--- src/rtl/key_event_controller.sv ---
// key_event_controller: PS/2 scan-code handshake and decoder that turns W/S/R and arrow keys into held movement levels and a restart pulse.
module key_event_controller #(
    parameter int TIMEOUT_CYCLES = 2_500_000
) (
    input  logic       clock,
    input  logic       reset,
    input  logic [7:0] scan_code,
    input  logic       scan_ready,
    output logic       read,
    input  logic       flush,
    output logic       p1_up,
    output logic       p1_down,
    output logic       p2_up,
    output logic       p2_down,
    output logic       restart_pulse,
    output logic       timeout_err
);
    typedef enum logic [1:0] {ACCEPT, ACK, DRAIN} hs_t;
    typedef enum logic [1:0] {BASE, EXT, BRK, EXT_BRK} pf_t;
    localparam int CW = $clog2(TIMEOUT_CYCLES + 1);
    hs_t hs;
    pf_t pf, pf_eff, pf_next;
    logic [CW-1:0] cnt;
    logic [4:0] held, sel, held_next;
    logic fire, take, ext, brk;
    // held bits: 0=W, 1=S, 2=R, 3=p2 up, 4=p2 down
    always_comb begin
        fire = pf != BASE && cnt == CW'(TIMEOUT_CYCLES - 1);
        take = hs == ACCEPT && scan_ready;
        pf_eff = fire ? BASE : pf;
        ext = pf_eff == EXT || pf_eff == EXT_BRK;
        brk = pf_eff == BRK || pf_eff == EXT_BRK;
        sel = {ext && scan_code == 8'h72, ext && scan_code == 8'h75,
               !ext && scan_code == 8'h2D, !ext && scan_code == 8'h1B, !ext && scan_code == 8'h1D};
        pf_next = (scan_code == 8'hE0 && pf_eff == BASE) ? EXT :
                  (scan_code == 8'hF0 && pf_eff == BASE) ? BRK :
                  (scan_code == 8'hF0 && pf_eff == EXT) ? EXT_BRK : BASE;
        held_next = brk ? held & ~sel : held | sel;
    end
    always_ff @(posedge clock) begin
        if (reset) begin
            hs <= ACCEPT;
            pf <= BASE;
            cnt <= '0;
            held <= '0;
            read <= 1'b0;
            restart_pulse <= 1'b0;
            timeout_err <= 1'b0;
        end else begin
            read <= take;
            restart_pulse <= take && !brk && sel[2] && !held[2];
            timeout_err <= fire;
            hs <= take ? ACK : hs == ACK ? DRAIN : (hs == DRAIN && !scan_ready) ? ACCEPT : hs;
            pf <= take ? pf_next : pf_eff;
            cnt <= (take || pf_eff == BASE) ? '0 : cnt + 1'b1;
            held <= flush ? '0 : take ? held_next : held;
        end
    end
    assign p1_down = held[1];
    assign p1_up = held[0] & ~held[1];
    assign p2_down = held[4];
    assign p2_up = held[3] & ~held[4];
endmodule

--- config.mk ---
export PLATFORM = sky130hd
export DESIGN_NAME = key_event_controller
export DESIGN_NICKNAME = d
export VERILOG_FILES = /design/src/rtl/key_event_controller.sv
export SDC_FILE = /design/constraint.sdc
export NUM_CORES = 1
export LEC_CHECK = 0
export CAP_MARGIN = 10
export CORE_UTILIZATION = 54
export CTS_CLUSTER_DIAMETER = 100
export DETAILED_ROUTE_END_ITERATION = 10
export GPL_TIMING_DRIVEN = 0
export MAX_ROUTING_LAYER = met4
export PLACE_DENSITY = 0.85
export SLEW_MARGIN = 20
export SYNTH_ARGS = -nofsm -noshare
export SYNTH_HDL_FRONTEND = slang
export SYNTH_SLANG_ARGS = --single-unit
--- constraint.sdc ---
create_clock -name clock -period 2.22 [get_ports clock]
set_clock_uncertainty 0.15 [all_clocks]
set_input_delay 0.222 -clock clock [delete_from_list [all_inputs] [get_ports clock]]
set_output_delay 0.222 -clock clock [all_outputs]
set_load 0.03 [all_outputs]
Word-level counts from Yosys, hierarchy flattened --
Cells that the tools add are included.
Operators by class: mux-type cells 9, bitwise gates (word level) 7, equality and inequality tests 13, reductions and logical operators 29, multipliers 0, order comparisons 0, shifts and indexed selects 0, div/mod/pow operators 0, $add $sub $neg 1
Operators by type and width (number):
- $add A22 B1 Y22 const B | 1
- $eq A22 B22 Y1 const B | 1
- $eq A8 B5 Y1 const B | 2
- $eq A8 B7 Y1 const B | 2
- $eq A8 B8 Y1 const B | 2
- $logic_and A1 B1 Y1 | 14
- $mux W2 | 7
- $eq A8 B6 Y1 const B | 1
- $eq A2 B2 Y1 const B | 3
- $reduce_or A2 Y1 | 3
- $and A5 B5 Y5 | 1
- $mux W5 | 1
- $not A5 Y5 | 1
- $or A5 B5 Y5 | 1
- $eq A2 B1 Y1 const B | 2
- $logic_not A1 Y1 | 4
- $logic_not A2 Y1 | 2
- $reduce_bool A2 Y1 | 2
- $logic_or A1 B1 Y1 | 3
- $reduce_bool A3 Y1 | 1
- $and A1 B1 Y1 | 2
- $not A1 Y1 | 2
- $mux W1 | 1
Word-level totals: logic and storage cells 67, memories kept 0, bits in latches 0, bits in writable memories 0, bits in registers 34, memory bits (read-only) 0

Logic depth before layout (Yosys ltp) --
depth in word-level cells 10, gate-level depth with buffers 7, mapped depth without buffers 6

Least setup slack after synthesis --
Ideal clock, no wire load.
kind flip-flop to flip-flop, start point register cnt[0], end point register pf[0], stages on the path, launching flop included 7, setup time 0.062 ns, arrival 1.771 ns, slack 0.237 ns, buffers on the path 1, cell sequence dfxtp_1 > ha_1 > nand4_1 > or4_4 > buf_6 > or3_1 > nand3_1
Between the ends: longest elaborated chain between the ends 9
Ends and longest elaborated chain:
- start, declared | line 23 | logic [CW-1:0] cnt;
- start signal, assigned | line 55 | cnt <= (take || pf_eff == BASE) ? '0 : cnt + 1'b1;
- $eq A22 B22 Y1 * | line 28 | fire = pf != BASE && cnt == CW'(TIMEOUT_CYCLES - 1);
- $logic_and A1 B1 Y1 * | line 28
- $mux W2 * | line 30 | pf_eff = fire ? BASE : pf;
- $eq A2 B1 Y1 | line 37 | (scan_code == 8'hF0 && pf_eff == EXT) ? EXT_BRK : BASE;
- $logic_and A1 B1 Y1 | line 37
- $mux W2 | line 37
- $mux W2 | line 36 | (scan_code == 8'hF0 && pf_eff == BASE) ? BRK :
- $mux W2 | line 35 | pf_next = (scan_code == 8'hE0 && pf_eff == BASE) ? EXT :
- $mux W2 * | line 54 | pf <= take ? pf_next : pf_eff;
- end signal, assigned | line 54
- end, declared | line 22 | pf_t pf, pf_eff, pf_next;
Every way passes the cells marked *; elsewhere a longest branch is shown, timed or not. A chain may end at the register's enable or synchronous reset.

Worst setup path in the final report --
Same ends and word-level chain as after synthesis.

==> impl_metrics.ini <==
[synthesis]
avgSynthCellArea_sq_um = 8.799
yosysSeqAreaShare_pct = 42.04
syn_nets = 197
synth-seq-cells = 34
ys_types = 37
syn-instance-count = 184
synth_edf_count = 0
yosysWarnings = 0
syn_area_sq_mm = 0.001619
async_reset_ff_share_pct = 0
synth_top_flop_cell = dfxtp_1

[placed_design]
portBuffers = 17
place_congestion = 0.8747
hpwl_um = 2469
place_ws_ps = -321.6

[routing]
wire_per_inst_um = 13.78
vias = 1414
drc_errors = 6
routed_wl_um = 3320
antenna_left = 0
via_per_inst = 5.867
drtIter0Drc = 56
first_pass_iters = 8

[timing]
timing.fmax_mhz = 476.7
rsz0062_at_grt = no
finalWorstSetupSlack_ps = 122.3
finalCritPeriodShare_pct = 94.49
worst_pin_slew_ps = 543.5
final-max-slew-violation-count = 0
hold_ws_ps = 135.7
fin_crit_ps = 2098
hold_viol_final = 0
setup-violations-final = 0
max_slew_margin_pct = 63.43

[clock_tree]
insertion_delay_ps = 340
numClockSinks = 34
holdBufCountCts = 0
cts_made_buffers = 5
clk_path_buf_depth = 2
h-tree-depth = 2
cts_root_buf = clkbuf_4
clk_pin_slew_ps = 100
cts_tree = built

[floorplan]
die_h_um = 56.76
die_x_um = 56.76
rows = 19
die_area_sq_mm = 0.003221
io_pins = 19
start_util_pct = 57.72
coreArea_sq_mm = 0.002805

[grt]
grt_start_max_net_pins = 11
grt_pass1_vias = 1354
grt_pass1_wl_um = 5595
antenna_found_initial = 0
globalRouteOverflowTotal = 0
grt_use_total_pct = 23.08

[power]
power_density_mw_per_mm2 = 551.5
ir_drop_mv = 0.5669
p_total_mw = 1.083
power.leakage_nw = 0.6347

[final_layout]
num_antenna_cells = 0
nets = 222
final_layout_size_suffix_gt1_share_pct = 12.38
fillers = 221
final_core_util_pct = 70.03
area_growth_pct = 21.33

[critical_path]
critical_path_arrival_ps = 2230
end_kind = flip-flop
cp_data_required_time_ps = 2350
slowest_stage = or4_4
worstSetupPathType = reg2reg
max_stage_delay_ps = 560
start_kind = flip-flop
path_cells = ha_2 > nand4_1 > or4_4 > buf_6 > or3_1 > nand3_1
reg2reg_setup_slack_ps = 120
worst-path-max-fanout = 9

[run_status]
status = finished with violations
violations = DRC

[job]
cap_violations = 0

[min_path]
hp-class = in2reg
[through the flow]
stage | area, sq um | instances | TNS (ps)
4_1_cts | 1907 | 240 | 0
3_3_place_gp | 1828 | 232 | -786.3
5_1_grt | 1964 | 241 | 0
6_report | 1964 | 241 | 0
2_1_floorplan | 1619 | 184 | 0
3_5_place_dp | 1828 | 232 | -941.4
[layout make-up]
type,count,area [sq um],area share (%)
sequential,34,681.9,34.71
clock buffer,8,78.83,4.013
inverter,3,11.26,0.5732
multi-input combinational,143,938.4,47.77
tap,31,38.79,1.975
buffer,4,37.54,1.911
timing repair buffer,18,177.7,9.045
[timing repair]
item	4_1_cts	5_1_grt
buffers inserted	0	1
endpoints found under the hold margin	0	0
gates resized for setup	0	10
endpoints found under the setup margin	0	24
[synthesized netlist by cell type (all sizes together), types with 4 or more instances]
library cell / number / area share (%)
and3: 6 / 2.3
and4: 4 / 2.2
dfxtp: 34 / 42
nand2: 16 / 3.7
nand3: 14 / 4.3
nand4: 5 / 1.9
nor2: 30 / 7.0
nor2b: 5 / 1.9
nor3: 6 / 1.9
nor3b: 4 / 1.9
nor4: 5 / 1.9
nor4b: 4 / 3.9
xnor2: 7 / 3.8
xor2: 13 / 7.0
[cells by family (layout without fill, tap and decap cells)]
kind of cell    after synthesis  after routing  synth area share, %
compound gates               11             11                4.868
xor+xnor                     20             20                10.82
fa+ha+maj                     1              1               0.7727
buf+inv                       7             33                2.550
flops                        34             34                42.04
mux                           2              2                1.237
simple gates                109            109                37.71
[path summary, 6_finish.rpt]
kind / startpoint / end / cells after the start
worst min-delay path: reset / hs[1] / 2
worst max register to register: cnt[0] / pf[0] / 6
worst max-delay path: cnt[0] / pf[0] / 6
worst min register to register: cnt[0] / cnt[0] / 1
[metal layers]
metal | routed length [um] | up-vias | track usage [%]
met4 | 72 | 0 | 9.408
met1 | 1383 | 659 | 24.96
met5 | 0 | - | -
met2 | 1678 | 45 | 39.63
li1 | - | 700 | -
met3 | 186 | 10 | 6.682
[cell usage in the layout, fill, tap and decap left out, types with 3 or more instances in the layout]
cell type	count
dfxtp_1	33
clkdlybuf4s50_1	17
xor2_1	13
nand3_1	13
nand4_1	5
nor2b_1	5
nor3_1	4
buf_6	3
and3_1	6
nor2_1	30
nand2_1	16
xnor2_1	7
nor4_1	4
nor3b_1	4
inv_1	3
and4_1	4
clkbuf_8	3
a21oi_1	3
clkbuf_4	5
[where the power goes]
group          internal, mW  switching (mW)
combinational        0.0278          0.0257
clock                 0.216           0.198
sequential            0.613         0.00261
total                 0.857           0.226
[worst max-delay path: cells and delay by family (launching register included)]
| family | cells | cell delay [ps] |
|---|---|---|
| flip-flops | 1 | 350 |
| adder cells (fa/ha/maj) | 1 | 210 |
| buffers and inverters | 1 | 150 |
| AND/OR/NAND/NOR | 4 | 1170 |
(Power assumes the default switching activity.)
